## src/rtl/mem_arb_pkg.sv

```systemverilog
// Shared types and default widths for the unified memory-port arbiter.
package mem_arb_pkg;

    localparam int DEF_ADDR_W       = 32;
    localparam int DEF_DATA_W       = 32;
    localparam int DEF_STARVE_LIMIT = 4;
    localparam int CNT_W            = 4;

    typedef enum logic [1:0] {
        IDLE,
        ACCESS,
        RESP
    } arb_state_t;

    typedef enum logic {
        OWN_INSTR,
        OWN_DATA
    } owner_t;

endpackage

```

## src/rtl/mem_port_arbiter_starvation_counter.sv

```systemverilog
// Counts consecutive data grants taken while a fetch waits; saturates at STARVE_LIMIT.
module starvation_counter
    import mem_arb_pkg::*;
#(
    parameter int STARVE_LIMIT = DEF_STARVE_LIMIT
) (
    input  logic clk,
    input  logic reset,
    input  logic i_inc,
    input  logic i_clr,
    output logic o_limit_hit
);

    logic [CNT_W-1:0] r_count;

    always_ff @(posedge clk or negedge reset) begin
        if (!reset) begin
            r_count <= '0;
        end else if (i_clr) begin
            r_count <= '0;
        end else if (i_inc && (r_count < CNT_W'(STARVE_LIMIT))) begin
            r_count <= r_count + 1'b1;
        end
    end

    assign o_limit_hit = (r_count >= CNT_W'(STARVE_LIMIT));

endmodule

```

## src/rtl/mem_port_arbiter.sv

```systemverilog
// Shares one memory port between instruction fetch and load/store requesters.
module mem_port_arbiter
    import mem_arb_pkg::*;
#(
    parameter int STARVE_LIMIT = DEF_STARVE_LIMIT,
    parameter int ADDR_W       = DEF_ADDR_W,
    parameter int DATA_W       = DEF_DATA_W
) (
    input  logic                  clk,
    input  logic                  reset,
    input  logic                  instruction_valid,
    input  logic [ADDR_W-1:0]     instruction_addr,
    output logic                  instruction_ready,
    input  logic                  instruction_ack,
    output logic [DATA_W-1:0]     instruction_read,
    input  logic                  data_read_valid,
    input  logic                  data_write_valid,
    input  logic [ADDR_W-1:0]     data_addr,
    input  logic [DATA_W-1:0]     data_write,
    input  logic [DATA_W/8-1:0]   data_write_byte,
    output logic                  data_ready,
    input  logic                  data_ack,
    output logic [DATA_W-1:0]     data_read,
    output logic                  mem_req,
    output logic                  mem_we,
    output logic [ADDR_W-1:0]     mem_addr,
    output logic [DATA_W-1:0]     mem_wdata,
    output logic [DATA_W/8-1:0]   mem_be,
    input  logic                  mem_done,
    input  logic [DATA_W-1:0]     mem_rdata,
    output logic                  proto_err
);

    localparam int BE_W = DATA_W / 8;

    arb_state_t        r_state;
    owner_t            r_owner;
    logic              r_instrReady;
    logic              r_dataReady;
    logic [DATA_W-1:0] r_instrRead;
    logic [DATA_W-1:0] r_dataRead;
    logic              r_memReq;
    logic              r_memWe;
    logic [ADDR_W-1:0] r_memAddr;
    logic [DATA_W-1:0] r_memWdata;
    logic [BE_W-1:0]   r_memBe;
    logic              r_protoErr;

    logic              w_dataReq;
    logic              w_limitHit;
    logic              w_grantData;
    logic              w_grantInstr;
    logic              w_cntInc;
    logic              w_cntClr;
    logic              w_ownerAck;
    logic [ADDR_W-1:0] w_fetchAddr;

    // Data wins unless a fetch has already been passed over STARVE_LIMIT times.
    assign w_dataReq    = data_read_valid | data_write_valid;
    assign w_grantData  = w_dataReq && (!instruction_valid || !w_limitHit);
    assign w_grantInstr = !w_grantData && instruction_valid;
    assign w_cntInc     = (r_state == IDLE) && w_grantData && instruction_valid;
    assign w_cntClr     = (r_state == IDLE) &&
                          (w_grantInstr || (w_grantData && !instruction_valid));
    assign w_fetchAddr  = instruction_addr & ~ADDR_W'(3);
    assign w_ownerAck   = (r_owner == OWN_INSTR) ? (instruction_ack && r_instrReady)
                                                 : (data_ack && r_dataReady);

    starvation_counter #(
        .STARVE_LIMIT (STARVE_LIMIT)
    ) u_starve (
        .clk         (clk),
        .reset       (reset),
        .i_inc       (w_cntInc),
        .i_clr       (w_cntClr),
        .o_limit_hit (w_limitHit)
    );

    always_ff @(posedge clk or negedge reset) begin
        if (!reset) begin
            r_state      <= IDLE;
            r_owner      <= OWN_INSTR;
            r_instrReady <= 1'b0;
            r_dataReady  <= 1'b0;
            r_instrRead  <= '0;
            r_dataRead   <= '0;
            r_memReq     <= 1'b0;
            r_memWe      <= 1'b0;
            r_memAddr    <= '0;
            r_memWdata   <= '0;
            r_memBe      <= '0;
            r_protoErr   <= 1'b0;
        end else begin
            if (data_read_valid && data_write_valid) begin
                r_protoErr <= 1'b1;
            end
            case (r_state)
                IDLE: begin
                    if (w_grantData) begin
                        r_owner    <= OWN_DATA;
                        r_memReq   <= 1'b1;
                        r_memWe    <= data_write_valid;
                        r_memAddr  <= data_addr;
                        r_memWdata <= data_write_valid ? data_write : '0;
                        r_memBe    <= data_write_valid ? data_write_byte : '1;
                        r_state    <= ACCESS;
                    end else if (w_grantInstr) begin
                        r_owner    <= OWN_INSTR;
                        r_memReq   <= 1'b1;
                        r_memWe    <= 1'b0;
                        r_memAddr  <= w_fetchAddr;
                        r_memWdata <= '0;
                        r_memBe    <= '1;
                        r_state    <= ACCESS;
                    end
                end
                ACCESS: begin
                    if (mem_done) begin
                        r_memReq <= 1'b0;
                        if (r_owner == OWN_INSTR) begin
                            r_instrRead  <= mem_rdata;
                            r_instrReady <= 1'b1;
                        end else begin
                            r_dataRead  <= r_memWe ? '0 : mem_rdata;
                            r_dataReady <= 1'b1;
                        end
                        r_state <= RESP;
                    end
                end
                RESP: begin
                    if (w_ownerAck) begin
                        r_instrReady <= 1'b0;
                        r_dataReady  <= 1'b0;
                        r_state      <= IDLE;
                    end
                end
                default: begin
                    r_state <= IDLE;
                end
            endcase
        end
    end

    assign instruction_ready = r_instrReady;
    assign instruction_read  = r_instrRead;
    assign data_ready        = r_dataReady;
    assign data_read         = r_dataRead;
    assign mem_req           = r_memReq;
    assign mem_we            = r_memWe;
    assign mem_addr          = r_memAddr;
    assign mem_wdata         = r_memWdata;
    assign mem_be            = r_memBe;
    assign proto_err         = r_protoErr;

endmodule

```

## config.mk

```make
export PLATFORM = sky130hd
export DESIGN_NAME = mem_port_arbiter
export DESIGN_NICKNAME = d
export VERILOG_FILES = /design/src/rtl/mem_arb_pkg.sv /design/src/rtl/mem_port_arbiter_starvation_counter.sv /design/src/rtl/mem_port_arbiter.sv
export SDC_FILE = /design/constraint.sdc
export NUM_CORES = 1
export LEC_CHECK = 0
export BUFFER_PORTS_ARGS = -buffer_cell sky130_fd_sc_hd__clkbuf_2
export CORE_AREA = 2 2 112 114
export DETAILED_ROUTE_END_ITERATION = 6
export DIE_AREA = 0 0 114 116
export GPL_TIMING_DRIVEN = 0
export MAX_ROUTING_LAYER = met4
export PLACE_DENSITY = 0.9
export SYNTH_ARGS = -nofsm -noshare
export SYNTH_HDL_FRONTEND = slang
export SYNTH_HIERARCHICAL = 1
export SYNTH_SLANG_ARGS = --single-unit
export TNS_END_PERCENT = 20
```

## constraint.sdc

```tcl
create_clock -name clk -period 6.2 [get_ports clk]
set_input_delay 0.31 -clock clk [delete_from_list [all_inputs] [get_ports clk]]
set_output_delay 0.31 -clock clk [all_outputs]
set_load 0.005 [all_outputs]
```

==> metrics.txt, run 1 <==
status=complete, no violations; Clock Path Buffers=2; number of diodes=0; final non-filler cell area=8060 sq um; total die area=13200 sq um; Top FF cell, synth=dfrtp_1; DP Cell Count=939; critical path data arrival time=3.14 ns; synth unique cells=35; flops & latches, synth=144; Fmax=347 MHz; Clock Tree Root=clkbuf_16; Iter 0 DRT Violations=333; Routed Antenna Nets=0; area of the multi-input gates=2040 sq um; clock buffer count from CTS=17; share of cells above drive strength 1=43.5%; final WL=15.8 mm; initial antenna violation count=0; CP Max Fanout=10; initial cell density of the core=49.2%; hold path start=data_write_byte[2]; TritonRoute pass-1 iters=4; startpoint class of the critical path=flip-flop; P&R area growth vs syn=37.7%; Peak VDD IR=0.242 mV; Cells after Synth=517; Req. time, crit path=6.46 ns; fraction of registers with async set/reset=100%; reg-to-reg startpoint=u_starve/r_count[2]$_DFFE_PN0P_; I/O Pins=277; first-pass GRT wire length=24.8 mm; period utilization=46.5%; htree depth=4; Power per Cell Area=514 nW/um^2; final hold slack=0.119 ns; CTS resizes=0; most frequent cell after synthesis=dfrtp_1; Setup Skew=0.00688 ns; crit path from=u_starve/r_count[2]$_DFFE_PN0P_; nets@finish=954; CTS tree=built; clock sinks=144; DPL Wire Length=11.6 mm; Worst-Margin Slew=0.488 ns; unrepaired setup endpoints after global routing=false; syn_area_per_cell=11.3 sq um; P_leak=4.17 nW; Setup CP Type=reg -> reg; leading area contributor after synthesis=dfrtp_1; cell area after placement=7450 sq um; CP endpoint kind=flip-flop; top cells by area, synth=dfrtp_1, nand2_1, mux2_2; port bufs=274; Post-Syn Area=5860 sq um; Die Wd=114 um; final setup violation count=0; via count=4991; latest clock arrival within the worst-skew pair=0.41 ns; Die Y=116 um; Hold Crit Class=in -> reg; top cells by count, synth=dfrtp_1, nand2_1, nor2_1, a22o_1, nand2b_1; total number of yosys warnings=6; non-filler cells, final=972; Post-Syn Nets=659; core area=11900 sq um; gr usage total=25.0%; Cell Rows=40; Reg clk slew, reported paths=0.06 ns; DRC viols=0; Synth top area share=61.5%; gpl congestion=0.798; final hold vios=0; final setup TNS=0 ns; Seq/Total Area, Yosys=61.5%; Slew headroom=67.5%; Sequential cell area=3600 sq um; # hold bufs at CTS=1; Post-CTS Setup Bufs=0; max-cap violation count=0; Avg WL per Cell=16.3 um; Via density=5.13; fillers=927; Remaining Overflow, GRT=0; post-layout util=67.7%; post-route minimum period=2.89 ns; count of final max-slew check failures=0; vias in the first global route=4924; largest net degree at the start of global routing=93; number of synthesized flops with an enable pin=0
==> flip-flops by register name, indices dropped and copies added (netlist names) <==
register           count
mem_req                1
mem_we                 1
r_owner                1
data_read             32
mem_wdata             32
r_state                2
data_ready             1
instruction_read      32
mem_addr              32
mem_be                 4
instruction_ready      1
proto_err              1
u_starve/r_count       4
==> metal layers <==
| layer | GRT usage, % | up-vias | share of wire [%] |
|---|---|---|---|
| met1 | 28.7 | 2406 | 40 |
| met3 | 7.06 | 12 | 6.4 |
| met4 | 9.02 | 0 | 1.1 |
| met2 | 42.2 | 203 | 53 |
| met5 | - | - | 0 |
| li1 | - | 2370 | - |
==> critical path, cell delays in order, from the launching register on <==
cell and delay [ns]:
dfrtp_1 0.41, or2_2 0.32, a2bb2oi_2 0.24, inv_1 0.16, clkbuf_1 0.28, ha_1 0.33
nor3_4 0.40, clkbuf_1 0.43, a31oi_1 0.15
==> through the flow <==
stage	setup slack [ns]	power, mW
6_report	3.31	4.14
5_1_grt	3.02	4.42
4_1_cts	3.23	4.18
3_5_place_dp	3.24	3.12
3_3_place_gp	2.48	3.05
2_1_floorplan	3.81	2.40
==> power by group <==
part	leakage (nW)	total (mW)	internal, mW	switching (mW)
Clock	0.285	1.03	0.643	0.384
Sequential	1.75	1.63	1.37	0.261
Combinational	2.13	1.48	0.743	0.739
==> path summary, 6_finish.rpt <==
check,cells past startpoint,to,slack [ns]
max reg2reg,8,mem_addr[5]$_DFFE_PN0P_,3.31
min,2,mem_be[2]$_DFFE_PN0P_,0.12
min in group asynchronous,2,mem_wdata[17]$_DFFE_PN0P_,0.43
min reg2reg,1,proto_err$_DFFE_PN0P_,0.47
max,8,mem_addr[5]$_DFFE_PN0P_,3.31
max in group asynchronous,3,instruction_read[11]$_DFFE_PN0P_,4.99
==> layout make-up <==
class / count / share of cell area, %
clock inverter: 13 / 2.00
sequential: 144 / 44.7
clock buffer: 19 / 5.49
inverter: 6 / 0.279
timing repair buffer: 276 / 17.6
buffer: 35 / 2.44
tap: 147 / 2.28
multi-input combinational: 332 / 25.2
==> layout by cell type, fill, tap and decap left out, drive strengths merged, types with 3 or more instances in the layout <==
cell type,synthesis,routed
a21o,3,3
nand2,97,97
clkinv,0,5
nor2b,5,5
mux2,33,33
a31oi,30,30
bufinv,0,3
clkbuf,14,307
nor2,36,36
clkinvlp,0,4
dfrtp,144,144
nand2b,34,34
inv,6,7
o22a,4,4
buf,21,22
o21ai,34,34
a22o,34,34
==> cell families (layout without fill, tap and decap cells) <==
family / count (synthesis) / after routing / synth area share (%)
and+or+nand+nor: 185 / 185 / 14.8
AOI/OAI and AO/OA: 111 / 111 / 13.0
buffers and inverters: 41 / 349 / 3.74
adders and majority gates: 2 / 2 / 0.427
muxes: 34 / 34 / 6.51
DFF: 144 / 144 / 61.5
No activity file was read; power rests on OpenSTA's default activity.
==> run 2, diff against run 1 <==
CORE_AREA = 2 2 122 124   (was 2 2 112 114)
DIE_AREA = 0 0 124 126   (was 0 0 114 116)
PLACE_DENSITY = 0.81   (was 0.9)
clock period = 2.3 ns   (was 6.2 ns; I/O delays follow)
==> run 2 against run 1 <==
Die area rose by 18%. Hold slack got worse by 0.092 ns. Clock power rose to 2.9 times the previous value. Wire length rose by 27%. Flip-flop and latch count did not move. Cell area rose by 19%. Fmax rose by 29%. Register-to-register slack got worse by 3.3 ns. Power rose to 2.9 times the previous value. Combinational power rose to 3.0 times the previous value. Core utilization fell by 0.51 points. Setup slack got worse by 3.3 ns.
==> metrics.txt, run 2 (same netlist as run 1, synthesis figures left out) <==
DRC viols=0 (unchanged); final setup violation count=0 (unchanged); final hold vios=0 (unchanged); Tot Pwr=11.9 mW (+190%); latest clock arrival within the worst-skew pair=0.41 ns (about the same); initial antenna violation count=0 (unchanged); fillers=986 (+6.4%); Cell Rows=44 (+10%); post-layout util=67.2% (-0.51 points); period utilization=97.2% (+51 points); cell area after placement=7500 sq um (+0.71%); Clock Tree Root=clkbuf_16; Die Y=126 um (+8.6%); count of final max-slew check failures=0 (unchanged); Via density=5.08 (-1.1%); initial cell density of the core=40.9% (-8.3 points); P&R area growth vs syn=64.2%; Setup Skew=0.00790 ns (+0.00101 ns); Clock Path Buffers=2 (unchanged); share of total power in combinational logic=37.8% (+2.0 points); via count=5823 (+17%); TritonRoute pass-1 iters=5 (+1); first-pass GRT wire length=31.2 mm (+26%); most common cell after layout, fill and taps aside=clkbuf_2; Worst-Margin Slew=0.517 ns (+0.0294 ns); Avg WL per Cell=17.5 um (+7.6%); Slew headroom=65.5% (-2.0 points); Peak VDD IR=0.589 mV (+140%); I/O Pins=277 (unchanged); gpl congestion=0.782 (-2.0%); htree depth=4 (unchanged); status=complete, no violations; number of diodes=0 (unchanged); final non-filler cell area=9620 sq um (+19%); port bufs=274 (unchanged); most frequent cells in the layout=clkbuf_2, dfrtp_1, dlygate4sd3_1; Clk pwr share=25.2% (+0.4 points); Iter 0 DRT Violations=299 (-10%); critical path data arrival time=2.53 ns (-0.61 ns); nets@finish=1095 (+15%); final WL=20.1 mm (+27%); Int Pwr=7.98 mW (+190%); total die area=15600 sq um (+18%); max-cap violation count=0 (unchanged); cell chain of the critical path=or2_4, a2bb2oi_4, inv_4, ha_4, or3_4, buf_6, buf_4, a22o_1; largest net degree at the start of global routing=82 (-12%); Sw Ratio=33.0% (-0.39 points); CP Max Fanout=12 (+2); Fmax=447 MHz (+29%); clock sinks=144 (unchanged); vias in the first global route=6298 (+28%); clock buffer count from CTS=17 (unchanged); slowest CP cell=dfrtp_1; DPL Wire Length=12.1 mm (+4.7%); CP endpoint kind=flip-flop; Worst path max stage delay=0.42 ns (about the same); post-route minimum period=2.24 ns (-0.649 ns); gr usage total=26.7% (+1.7 points); P_leak=4.82 nW (+16%); Die Wd=124 um (+8.8%); Reg clk slew, reported paths=0.06 ns (about the same); Req. time, crit path=2.59 ns (-3.87 ns); share of cells above drive strength 1=38.9% (-4.6 points); Hold Crit Class=in -> reg; Power per Cell Area=1240 nW/um^2 (+140%); core area=14300 sq um (+20%); CTS tree=built; Setup CP Type=reg -> reg; Routed Antenna Nets=0 (unchanged); Remaining Overflow, GRT=0 (unchanged); sequential fraction of design power=37.1% (-2.3 points); Net Sw Power=3.93 mW (+180%); startpoint class of the critical path=flip-flop
## run 2: worst max-delay path: cells and delay by family, from the launching register on
kind            cells  cell delay (ns)
flops               1             0.42
buf+inv             3             0.39
simple gates        2             0.70
fa+ha+maj           1             0.20
compound gates      2             0.42
## run 2: cell type report
| cell class | count | area [sq um] | share of cell area, % |
|---|---|---|---|
| inverters | 6 | 25.0 | 0.260 |
| well taps | 184 | 230 | 2.39 |
| clock buffers | 19 | 453 | 4.71 |
| flip-flops and latches | 144 | 3600 | 37.5 |
| repair buffers | 420 | 2850 | 29.6 |
| multi-input cells | 332 | 2070 | 21.5 |
| plain buffers | 32 | 199 | 2.07 |
| clock inverters | 10 | 186 | 1.94 |
## run 2: per-stage QoR
step,setup TNS [ns],setup slack [ns],hold WS [ns],cells
floorplan,0,0.00739,-0.181,517
global placement,-207.30,-1.31,0.325,975
detailed placement,-23.46,-0.488,0.125,976
CTS,-0.00125,-0.00125,0.0161,1140
global route,-0.00585,-0.00273,0.0309,1147
finish,0,0.0640,0.0272,1147
## run 2: layer usage
layer  global-route usage, %  vias up  part of all wire [%]
met5                       -        -                     0
met2                    44.2      356                    50
met4                    13.3        0                   3.4
met1                    29.9     2754                    38
li1                        -     2645                     -
met3                    6.57       68                   8.1
## run 2: power by group through the flow
stage          Sequential [mW]  Combinational, mW  Clock (mW)
6_report                  4.41               4.50        3.00
5_1_grt                   4.54               4.99        3.15
4_1_cts                   4.39               4.28        3.04
3_5_place_dp              4.40               4.04           0
3_3_place_gp              4.35               3.91           0
2_1_floorplan             4.41               2.06           0
## run 2: timing repair
| item | CTS | global route |
|---|---|---|
| buffers inserted | 3 | 7 |
| setup endpoints to repair | 71 | 47 |
| hold endpoints to repair | 196 | 0 |
| pin swaps | 2 | 5 |
| hold buffers | 133 | 0 |
| resized for setup | 9 | 13 |
| gates cloned | 0 | 2 |
## run 2: worst paths after layout
kind	start	endpoint	slack, ns	cells past startpoint
setup / recovery	u_starve/r_count[3]$_DFFE_PN0P_	mem_wdata[2]$_DFFE_PN0P_	0.06	8
min in group asynchronous	reset	data_read[27]$_DFFE_PN0P_	0.24	2
setup reg to reg	u_starve/r_count[3]$_DFFE_PN0P_	mem_wdata[2]$_DFFE_PN0P_	0.06	8
hold reg to reg	data_read[31]$_DFFE_PN0P_	data_read[31]$_DFFE_PN0P_	0.48	2
hold / removal	data_write_valid	proto_err$_DFFE_PN0P_	0.03	2
max in group asynchronous	reset	mem_be[3]$_DFFE_PN0P_	1.27	3
==> run 3, diff against run 2 <==
CELL_PAD_IN_SITES_DETAIL_PLACEMENT = 0   (was default)
CELL_PAD_IN_SITES_GLOBAL_PLACEMENT = 1   (was default)
CORE_AREA = 2 2 141 143   (was 2 2 122 124)
DIE_AREA = 0 0 143 145   (was 0 0 124 126)
==> run 3 against run 2 <==
Wire length fell by 6.4%. Sequential power shrank 2%. Sequential share of layout area fell by 0.20 points. Non-clock buffer count grew 5. Critical path depth did not move. Core utilization fell by 17 points. Critical path type unchanged. Critical endpoint is now mem_wdata[8]$_DFFE_PN0P_. Largest cell class unchanged. Largest power group is now registers. Highest routed layer unchanged.
==> metrics.txt, run 3 (same netlist as run 1, synthesis figures left out) <==
post-route minimum period=2.21 ns (-0.0264 ns); core area=19200 sq um (+34%); Die Wd=143 um (+15%); Peak VDD IR=0.494 mV (-16%); total die area=20700 sq um (+33%); largest net degree at the start of global routing=84 (+2.4%); Clock Path Buffers=2 (unchanged); P_leak=4.80 nW (-0.53%); gr usage total=19.0% (-7.8 points); via count=5637 (-3.2%); Setup Skew=0.0104 ns (+0.00253 ns); share of cells above drive strength 1=39.1% (+0.19 points); initial antenna violation count=0 (unchanged); CTS tree=built; CP endpoint kind=flip-flop; reg-to-reg setup timing slack=0.09 ns (+0.03 ns); initial cell density of the core=30.5% (-10 points); Min-Delay Path Depth=4 (+2); gpl congestion=0.746 (-4.5%); latest clock arrival within the worst-skew pair=0.42 ns (about the same); R2R cell count=8 (unchanged); clock sinks=144 (unchanged); DRC viols=0 (unchanged); vias in the first global route=5899 (-6.3%); Cell Rows=51 (+16%); final hold vios=0 (unchanged); count of final max-slew check failures=0 (unchanged); final setup violation count=0 (unchanged); Worst-Margin Slew=0.524 ns (+0.00724 ns); port bufs=274 (unchanged); period utilization=96.1% (-1.1 points); critical path data arrival time=2.52 ns (about the same); first-pass GRT wire length=30.1 mm (-3.5%); CP Max Fanout=10 (-2); Die Y=145 um (+15%); Avg WL per Cell=15.2 um (-13%); most common cell after layout, fill and taps aside=clkbuf_2; DPL Wire Length=12.4 mm (+2.3%); Routed Antenna Nets=0 (unchanged); Hold Crit Class=in -> reg; final setup TNS=0 ns (unchanged); Clock Tree Root=clkbuf_16; number of diodes=0 (unchanged); I/O Pins=277 (unchanged); fillers=1745 (+77%); startpoint class of the critical path=flip-flop; TritonRoute pass-1 iters=4 (-1); htree depth=4 (unchanged); Setup CP Type=reg -> reg; Via density=4.56 (-10%); Reg clk slew, reported paths=0.06 ns (about the same); Req. time, crit path=2.61 ns (+0.02 ns); max-cap violation count=0 (unchanged); DP Cell Count=1057 (+8.3%); Remaining Overflow, GRT=0 (unchanged); final hold slack=0.0412 ns (+0.0140 ns); Power per Cell Area=1180 nW/um^2 (-4.5%); Iter 0 DRT Violations=206 (-31%); Slew headroom=65.0% (-0.48 points); Fmax=453 MHz (+1.2%); final WL=18.8 mm (-6.4%); P&R area growth vs syn=65.1%; status=complete, no violations; Sequential cell area=3600 sq um (unchanged); nets@finish=1100 (+0.46%); non-filler cells, final=1236 (+7.8%); most frequent cells in the layout=clkbuf_2, dfrtp_1, dlygate4sd3_1; clock buffer count from CTS=17 (unchanged); area of the multi-input gates=2070 sq um (-0.12%)
==> run 3: cell types whose count changed in the layout (fill, tap and decap cells not counted), sizes merged <==
cell	delta
buf	+8
clkbuf	-4
clkinvlp	+4
bufinv	-3
clkinv	+1
dlygate4sd3	+1
inv	+1
==> run 3: metrics by stage <==
step | worst slack (ns) | instance area, sq um | power [mW] | utilization [%]
final | 0.0904 | 9670 | 11.4 | 50.3
after floorplan | 0.00739 | 5860 | 6.47 | -
after global placement | -1.50 | 7570 | 8.36 | 39.4
after detailed placement | -0.529 | 7600 | 8.47 | 39.6
after CTS | 0.0344 | 9630 | 11.5 | 50.1
after global routing | -0.000793 | 9670 | 12.3 | 50.3
==> run 3: final timing paths <==
kind                                            startpoint                              end
hold reg to reg                  data_read[16]$_DFFE_PN0P_        data_read[16]$_DFFE_PN0P_
setup reg to reg           u_starve/r_count[3]$_DFFE_PN0P_         mem_wdata[8]$_DFFE_PN0P_
hold / removal                                    data_ack           data_ready$_DFFE_PN0P_
setup / recovery           u_starve/r_count[3]$_DFFE_PN0P_         mem_wdata[8]$_DFFE_PN0P_
min in group asynchronous                            reset        data_read[25]$_DFFE_PN0P_
max in group asynchronous                            reset  u_starve/r_count[2]$_DFFE_PN0P_
==> run 3: layout make-up <==
| type | count | share of cell area [%] |
|---|---|---|
| clock buffers | 19 | 4.58 |
| inverters | 6 | 0.285 |
| plain buffers | 34 | 2.04 |
| repair buffers | 423 | 29.6 |
| clock inverters | 13 | 1.41 |
| flip-flops and latches | 144 | 37.3 |
| multi-input cells | 332 | 21.4 |
| well taps | 265 | 3.43 |
==> run 3: per-layer routing <==
layer | track usage (%) | wire (um)
met5 | - | 0
met4 | 7.52 | 467
met3 | 4.36 | 1050
met2 | 31.4 | 9340
met1 | 22.2 | 7940
==> run 3: where the power goes <==
part | internal, mW | leakage, nW | switching (mW) | total, mW
Combinational | 2.24 | 2.77 | 2.10 | 4.34
Sequential | 3.70 | 1.75 | 0.644 | 4.34
Clock | 1.63 | 0.276 | 1.13 | 2.75
==> run 3: critical path, cell delays in order, from the launching register on <==
cell       delay [ns]
dfrtp_1          0.38
or2_4            0.28
a2bb2oi_4        0.22
clkinv_4         0.11
ha_4             0.19
or3_4            0.40
buf_6            0.15
buf_6            0.14
a22o_1           0.24
==> run 3: repair_timing <==
action | CTS | global route
gates resized for setup | 10 | 3
cloned | 0 | 1
setup buffers | 6 | 7
pin swaps | 2 | 4
hold buffers | 134 | 0
hold endpoints to repair | 195 | 0
endpoints found under the setup margin | 71 | 41
